### src/rtl/descrambler_rx_if.sv
// rtl/descrambler_rx_if.sv - serial bit stream into and out of the USB4 receive descrambler.
interface descrambler_rx_if #(
  parameter int ERR_W = 16
);
  logic             data_in;
  logic             enable;
  logic             descr_rst;
  logic             train;
  logic             data_out;
  logic             valid_out;
  logic             lock;
  logic [ERR_W-1:0] err_cnt;

  modport master (
    output data_in, enable, descr_rst, train,
    input  data_out, valid_out, lock, err_cnt
  );

  modport slave (
    input  data_in, enable, descr_rst, train,
    output data_out, valid_out, lock, err_cnt
  );
endinterface

### src/rtl/descrambler_rx.sv
// rtl/descrambler_rx.sv - USB4 23-bit LFSR descrambler with training lock FSM and error counting.
module descrambler_rx #(
  parameter logic [22:0] SEED       = 23'h1BBBBB,
  parameter int          LOCK_LEN   = 64,
  parameter int          WIN_LEN    = 256,
  parameter int          ERR_THRESH = 4,
  parameter int          ERR_W      = 16
) (
  input logic         clk,
  input logic         rst,
  descrambler_rx_if.slave bus
);
  localparam logic [1:0] IDLE   = 2'd0;
  localparam logic [1:0] CHECK  = 2'd1;
  localparam logic [1:0] LOCKED = 2'd2;

  localparam int WC_W = $clog2(WIN_LEN + 1);
  localparam int WE_W = $clog2(ERR_THRESH + 1);
  localparam logic [7:0]      LOCK_V = 8'(LOCK_LEN);
  localparam logic [WC_W-1:0] WIN_V  = WC_W'(WIN_LEN);
  localparam logic [WE_W-1:0] THR_V  = WE_W'(ERR_THRESH);

  logic [22:0]      s;
  logic [1:0]       state;
  logic [7:0]       run;
  logic [WC_W-1:0]  win_cnt;
  logic [WE_W-1:0]  win_err;
  logic [ERR_W-1:0] err_q;
  logic             data_q;
  logic             valid_q;
  logic             lock_q;

  logic             k;
  logic             e;
  logic [22:0]      s_next;
  logic [7:0]       run_next;
  logic [WC_W-1:0]  wc_next;
  logic [WE_W-1:0]  we_next;

  always_comb begin
    k        = s[22];
    e        = bus.data_in ^ k;
    s_next   = {s[21:0], s[22] ^ s[20] ^ s[15] ^ s[7] ^ s[4] ^ s[1]};
    // run is zero in IDLE, so the first training bit lands on 0 or 1 as a CHECK bit
    run_next = e ? 8'd0 : ((run == 8'hFF) ? run : run + 8'd1);
    wc_next  = win_cnt + 1'b1;
    we_next  = win_err + {{(WE_W-1){1'b0}}, e};
  end

  always_ff @(posedge clk or posedge rst) begin
    if (rst) begin
      s       <= SEED;
      state   <= IDLE;
      run     <= '0;
      win_cnt <= '0;
      win_err <= '0;
      err_q   <= '0;
      data_q  <= 1'b0;
      valid_q <= 1'b0;
      lock_q  <= 1'b0;
    end else if (bus.descr_rst) begin
      s       <= SEED;
      state   <= IDLE;
      run     <= '0;
      win_cnt <= '0;
      win_err <= '0;
      err_q   <= '0;
      valid_q <= 1'b0;
      lock_q  <= 1'b0;
    end else if (bus.enable) begin
      s       <= s_next;
      data_q  <= e;
      valid_q <= 1'b1;
      if (bus.train) begin
        if (e && (err_q != '1)) err_q <= err_q + 1'b1;
        if (state == LOCKED) begin
          // threshold is checked before the window closes, so a closing-bit error counts here
          if (we_next == THR_V) begin
            state   <= CHECK;
            lock_q  <= 1'b0;
            run     <= '0;
            win_cnt <= '0;
            win_err <= '0;
          end else if (wc_next == WIN_V) begin
            win_cnt <= '0;
            win_err <= '0;
          end else begin
            win_cnt <= wc_next;
            win_err <= we_next;
          end
        end else begin
          run <= run_next;
          if (run_next == LOCK_V) begin
            state   <= LOCKED;
            lock_q  <= 1'b1;
            win_cnt <= '0;
            win_err <= '0;
          end else begin
            state <= CHECK;
          end
        end
      end
    end else begin
      valid_q <= 1'b0;
    end
  end

  assign bus.data_out  = data_q;
  assign bus.valid_out = valid_q;
  assign bus.lock      = lock_q;
  assign bus.err_cnt   = err_q;
endmodule

### src/flat_wrapper.sv
// flat-port wrapper written by rule: the top's interface ports become plain ports
module descrambler_rx_flat 
#(
  parameter logic [22:0] SEED       = 23'h1BBBBB,
  parameter int          LOCK_LEN   = 64,
  parameter int          WIN_LEN    = 256,
  parameter int          ERR_THRESH = 4,
  parameter int          ERR_W      = 16
)
  (clk, rst, bus_data_in, bus_enable, bus_descr_rst, bus_train, bus_data_out, bus_valid_out, bus_lock, bus_err_cnt);
  descrambler_rx_if #(.ERR_W(ERR_W)) bus_i ();
  input logic clk;
  input logic rst;
  input wire logic [$bits(bus_i.data_in)-1:0] bus_data_in;
  input wire logic [$bits(bus_i.enable)-1:0] bus_enable;
  input wire logic [$bits(bus_i.descr_rst)-1:0] bus_descr_rst;
  input wire logic [$bits(bus_i.train)-1:0] bus_train;
  output wire logic [$bits(bus_i.data_out)-1:0] bus_data_out;
  output wire logic [$bits(bus_i.valid_out)-1:0] bus_valid_out;
  output wire logic [$bits(bus_i.lock)-1:0] bus_lock;
  output wire logic [$bits(bus_i.err_cnt)-1:0] bus_err_cnt;
  assign bus_i.data_in = bus_data_in;
  assign bus_i.enable = bus_enable;
  assign bus_i.descr_rst = bus_descr_rst;
  assign bus_i.train = bus_train;
  assign bus_data_out = bus_i.data_out;
  assign bus_valid_out = bus_i.valid_out;
  assign bus_lock = bus_i.lock;
  assign bus_err_cnt = bus_i.err_cnt;
  descrambler_rx #(.SEED(SEED), .LOCK_LEN(LOCK_LEN), .WIN_LEN(WIN_LEN), .ERR_THRESH(ERR_THRESH), .ERR_W(ERR_W)) u_core (.clk(clk), .rst(rst), .bus(bus_i));
endmodule
### config.mk
export PLATFORM = sky130hd
export DESIGN_NAME = descrambler_rx_flat
export DESIGN_NICKNAME = d
export VERILOG_FILES = /design/src/rtl/descrambler_rx_if.sv /design/src/rtl/descrambler_rx.sv /design/src/flat_wrapper.sv
export SDC_FILE = /design/constraint.sdc
export NUM_CORES = 1
export LEC_CHECK = 0
export CORE_MARGIN = 3
export CORE_UTILIZATION = 58
export CTS_CLUSTER_DIAMETER = 100
export CTS_CLUSTER_SIZE = 20
export DETAILED_ROUTE_END_ITERATION = 16
export PLACE_DENSITY = 0.79
export REMOVE_ABC_BUFFERS = 1
export SLEW_MARGIN = 20
export SYNTH_ARGS = -nofsm -noshare
export SYNTH_HDL_FRONTEND = slang
export SYNTH_SLANG_ARGS = --single-unit
### constraint.sdc
create_clock -name clk -period 3.3 [get_ports clk]
set_clock_uncertainty 0.1 [all_clocks]
set_input_delay 0.495 -clock clk [delete_from_list [all_inputs] [get_ports clk]]
set_output_delay 0.495 -clock clk [all_outputs]
set_load 0.01 [all_outputs]
==> impl_metrics.ini <==
[setup_path]
worstPathRequired_ns = 3.46
endpoint = u_core.win_err[2]
start_kind = input port
cp-end-kind = flop
crit_start = bus_data_in
r2r_start = u_core.s[22]
critical_path.max_fanout = 10
critPathKind = in2reg
r2r_setup_slack_ns = 0.64
r2r_cells = 9
worstPathArrival_ns = 2.94
r2r_end = u_core.win_err[2]

[power_and_ir_drop]
power.density_nw_per_um2 = 430
p_int_mw = 1.25
power_frac_clock_pct = 40.4
seqPwrFrac_pct = 51.2
power_switching_mw = 0.393
ir_worst_vdd_mv = 0.268
share_comb_of_total_power_pct = 8.3
leakage_nw = 1.61
switching_share_pct = 23.9

[timing]
setup_viol = 0
period_needed_ns = 2.78
fin_crit_sh_pct = 84.2
layout_setup_ws_ns = 0.522
slew_headroom_pct = 47.7
grt_setup_unrepaired = no
finalMaxSlewViolations = 0
finalSetupTns_ns = 0
tightestPinTransition_ns = 0.785
hold_viol = 0
max_freq_mhz = 360

[clocking]
hold_buffers = 0
cts_setup_buffers = 0
cts_max_level = 3
post_cts_resized = 0
clkLatencyLatePin_ns = 0.34
clkTransAtPathRegs_ns = 0.06
cts_buffers = 9
cts_tree = built
clk_path_buf_depth = 2
cts-root-buf = clkbuf_8
clock_sinks = 64

[layout]
final_nets = 369
n_antenna_cell = 0
mostFrequentLayoutCells = dfrtp_1, nor2_1, clkdlybuf4s50_1, nand2_1, nor2b_1
layout-drive-gt1-share_pct = 12.9
syn_to_final_growth_pct = 14.1
fin_area_sq_um = 3820
mostFrequentLayoutCell = dfrtp_1
final_cells = 435
nFillCells = 419

[drt]
drtIter0Drc = 172
ant_nets = 0
routedWlPerCell_um = 14.8
num_vias = 2510
drc = 0
routed_wl_mm = 6.42
drt_pass1_iterations = 4
vias_per_cell = 5.77

[synthesis]
syn_area_sq_um = 3350
synth_edf_count = 0
ys.flop_type = dfrtp_1
ys_seq_area_share_pct = 48.4
synth_warnings = 0
async_flop_share_pct = 100
synth.avg_cell_area_sq_um = 9.98
ys_ff_latch = 64
ys_types = 49
netlist_instances = 336

[die]
ioPinCount = 25
start_util_pct = 60.5
core_sq_um = 5540
rows = 27
dieWidth_um = 82.0
die_area_sq_um = 6730
die_h_um = 82.0

[outcome]
status = finished, final reports clean

[global_routing]
grt_max_degree = 65
antenna_found_initial = 0
grt-ovfl-total = 0
grt_usage_pct = 21.6
grt_pass1_wl_mm = 11.0
grt_pass1_vias = 2329

[placed_design]
post_dp_cell_area_sq_um = 3620
dp_slack_ns = 0.188
routabilityCongestion = 0.873
io_buffers = 24
dpl.hpwl_mm = 4.33
dp.cells = 419

[worst_hold_path]
hold_path_class = reg2reg

[flow_run]
drv_cap = 0
power by group through the flow:
stage	clock network (mW)	registers, mW	logic (mW)
floorplan	0	0.851	0.0853
global placement	0	0.854	0.134
detailed placement	0	0.856	0.138
CTS	0.683	0.842	0.139
global route	0.728	0.845	0.153
finish	0.665	0.842	0.137
critical path: stages:
cell	delay, ns
clkdlybuf4s50_1	0.44
xnor2_2	0.30
inv_1	0.12
ha_1	0.20
ha_1	0.22
xor2_1	0.15
a21o_1	0.29
a31o_2	0.29
or2_1	0.27
o2bb2ai_1	0.16
how the worst min path moves through the flow:
| stage | cells after the start | to | startpoint |
|---|---|---|---|
| 6_report | 1 | u_core.win_cnt[5] | u_core.win_cnt[5] |
| 3_3_place_gp | 1 | u_core.win_cnt[5] | u_core.win_cnt[5] |
| 5_1_grt | 1 | u_core.win_cnt[5] | u_core.win_cnt[5] |
| 4_1_cts | 1 | u_core.win_cnt[5] | u_core.win_cnt[5] |
| 3_5_place_dp | 1 | u_core.win_cnt[5] | u_core.win_cnt[5] |
| 2_1_floorplan | 1 | u_core.win_cnt[5] | u_core.win_cnt[5] |
logic make-up after synthesis:
group           Yosys count  synth area share [%]
xor+xnor                 26                  7.02
fa+ha+maj                 5                  1.87
simple gates            132                  20.0
flops                    64                  48.4
mux                       8                  2.39
compound gates           80                  17.1
buf+inv                  21                  3.17
Yosys cell counts (2+ instances only):
cell       n  area, sq um
o21ai_1   13         65.1
o22ai_1    2         12.5
o21ai_0    7         35.0
buf_2      4         20.0
ha_1       5         62.6
or2_2      2         12.5
nor2b_1   17          106
a211oi_1   2         15.0
nand2_1   22         82.6
o21a_1     2         15.0
a211o_1   15          131
nand2b_1   6         37.5
and2_1     6         37.5
a31oi_1    6         37.5
nor2_1    38          143
dfstp_2   16          420
xnor2_1   10         87.6
and4_1     5         43.8
nand3_1   15         75.1
a22o_1     3         26.3
a21oi_2    2         17.5
xor2_1    15          131
o31ai_1    2         15.0
buf_6      3         33.8
mux2i_1    8         80.1
a21o_1     2         15.0
inv_1      3         11.3
a21oi_1   12         60.1
dfrtp_1   48         1200
buf_1      2         7.51
a31o_2     3         26.3
nand4_1    8         50.1
and3_1     8         50.1
clkbuf_1   9         33.8
registers in the layout, indices dropped and copies added, names as in the netlist:
register and cells:
u_core.run 8, u_core.state 2, u_core.bus.lock 1, u_core.s 23
u_core.win_err 3, u_core.bus.err_cnt 16, u_core.bus.valid_out 1, u_core.bus.data_out 1
u_core.win_cnt 9
cell type report:
cell class              instances  area, sq um  area share (%)
repair buffers                 29          278            7.26
well taps                      72         90.1            2.36
clock inverters                 5         57.6            1.51
multi-input cells             251         1620            42.5
flip-flops and latches         64         1620            42.4
clock buffers                  11          141            3.70
inverters                       3         11.3           0.295
metrics by stage:
stage	util, %	power (mW)	hold slack [ns]
global route	69.0	1.73	0.415
detailed placement	65.4	0.994	0.380
finish	69.0	1.64	0.389
floorplan	-	0.937	0.351
global placement	65.4	0.988	0.371
CTS	69.0	1.66	0.392
per-layer routing:
| layer | GRT usage, % | routed length [um] |
|---|---|---|
| met1 | 30.4 | 3080 |
| met2 | 32.3 | 3040 |
| met3 | 5.59 | 215 |
| met4 | 7.97 | 91 |
| met5 | 0 | 0 |
Note: power is estimated with default switching activity, not from simulation.
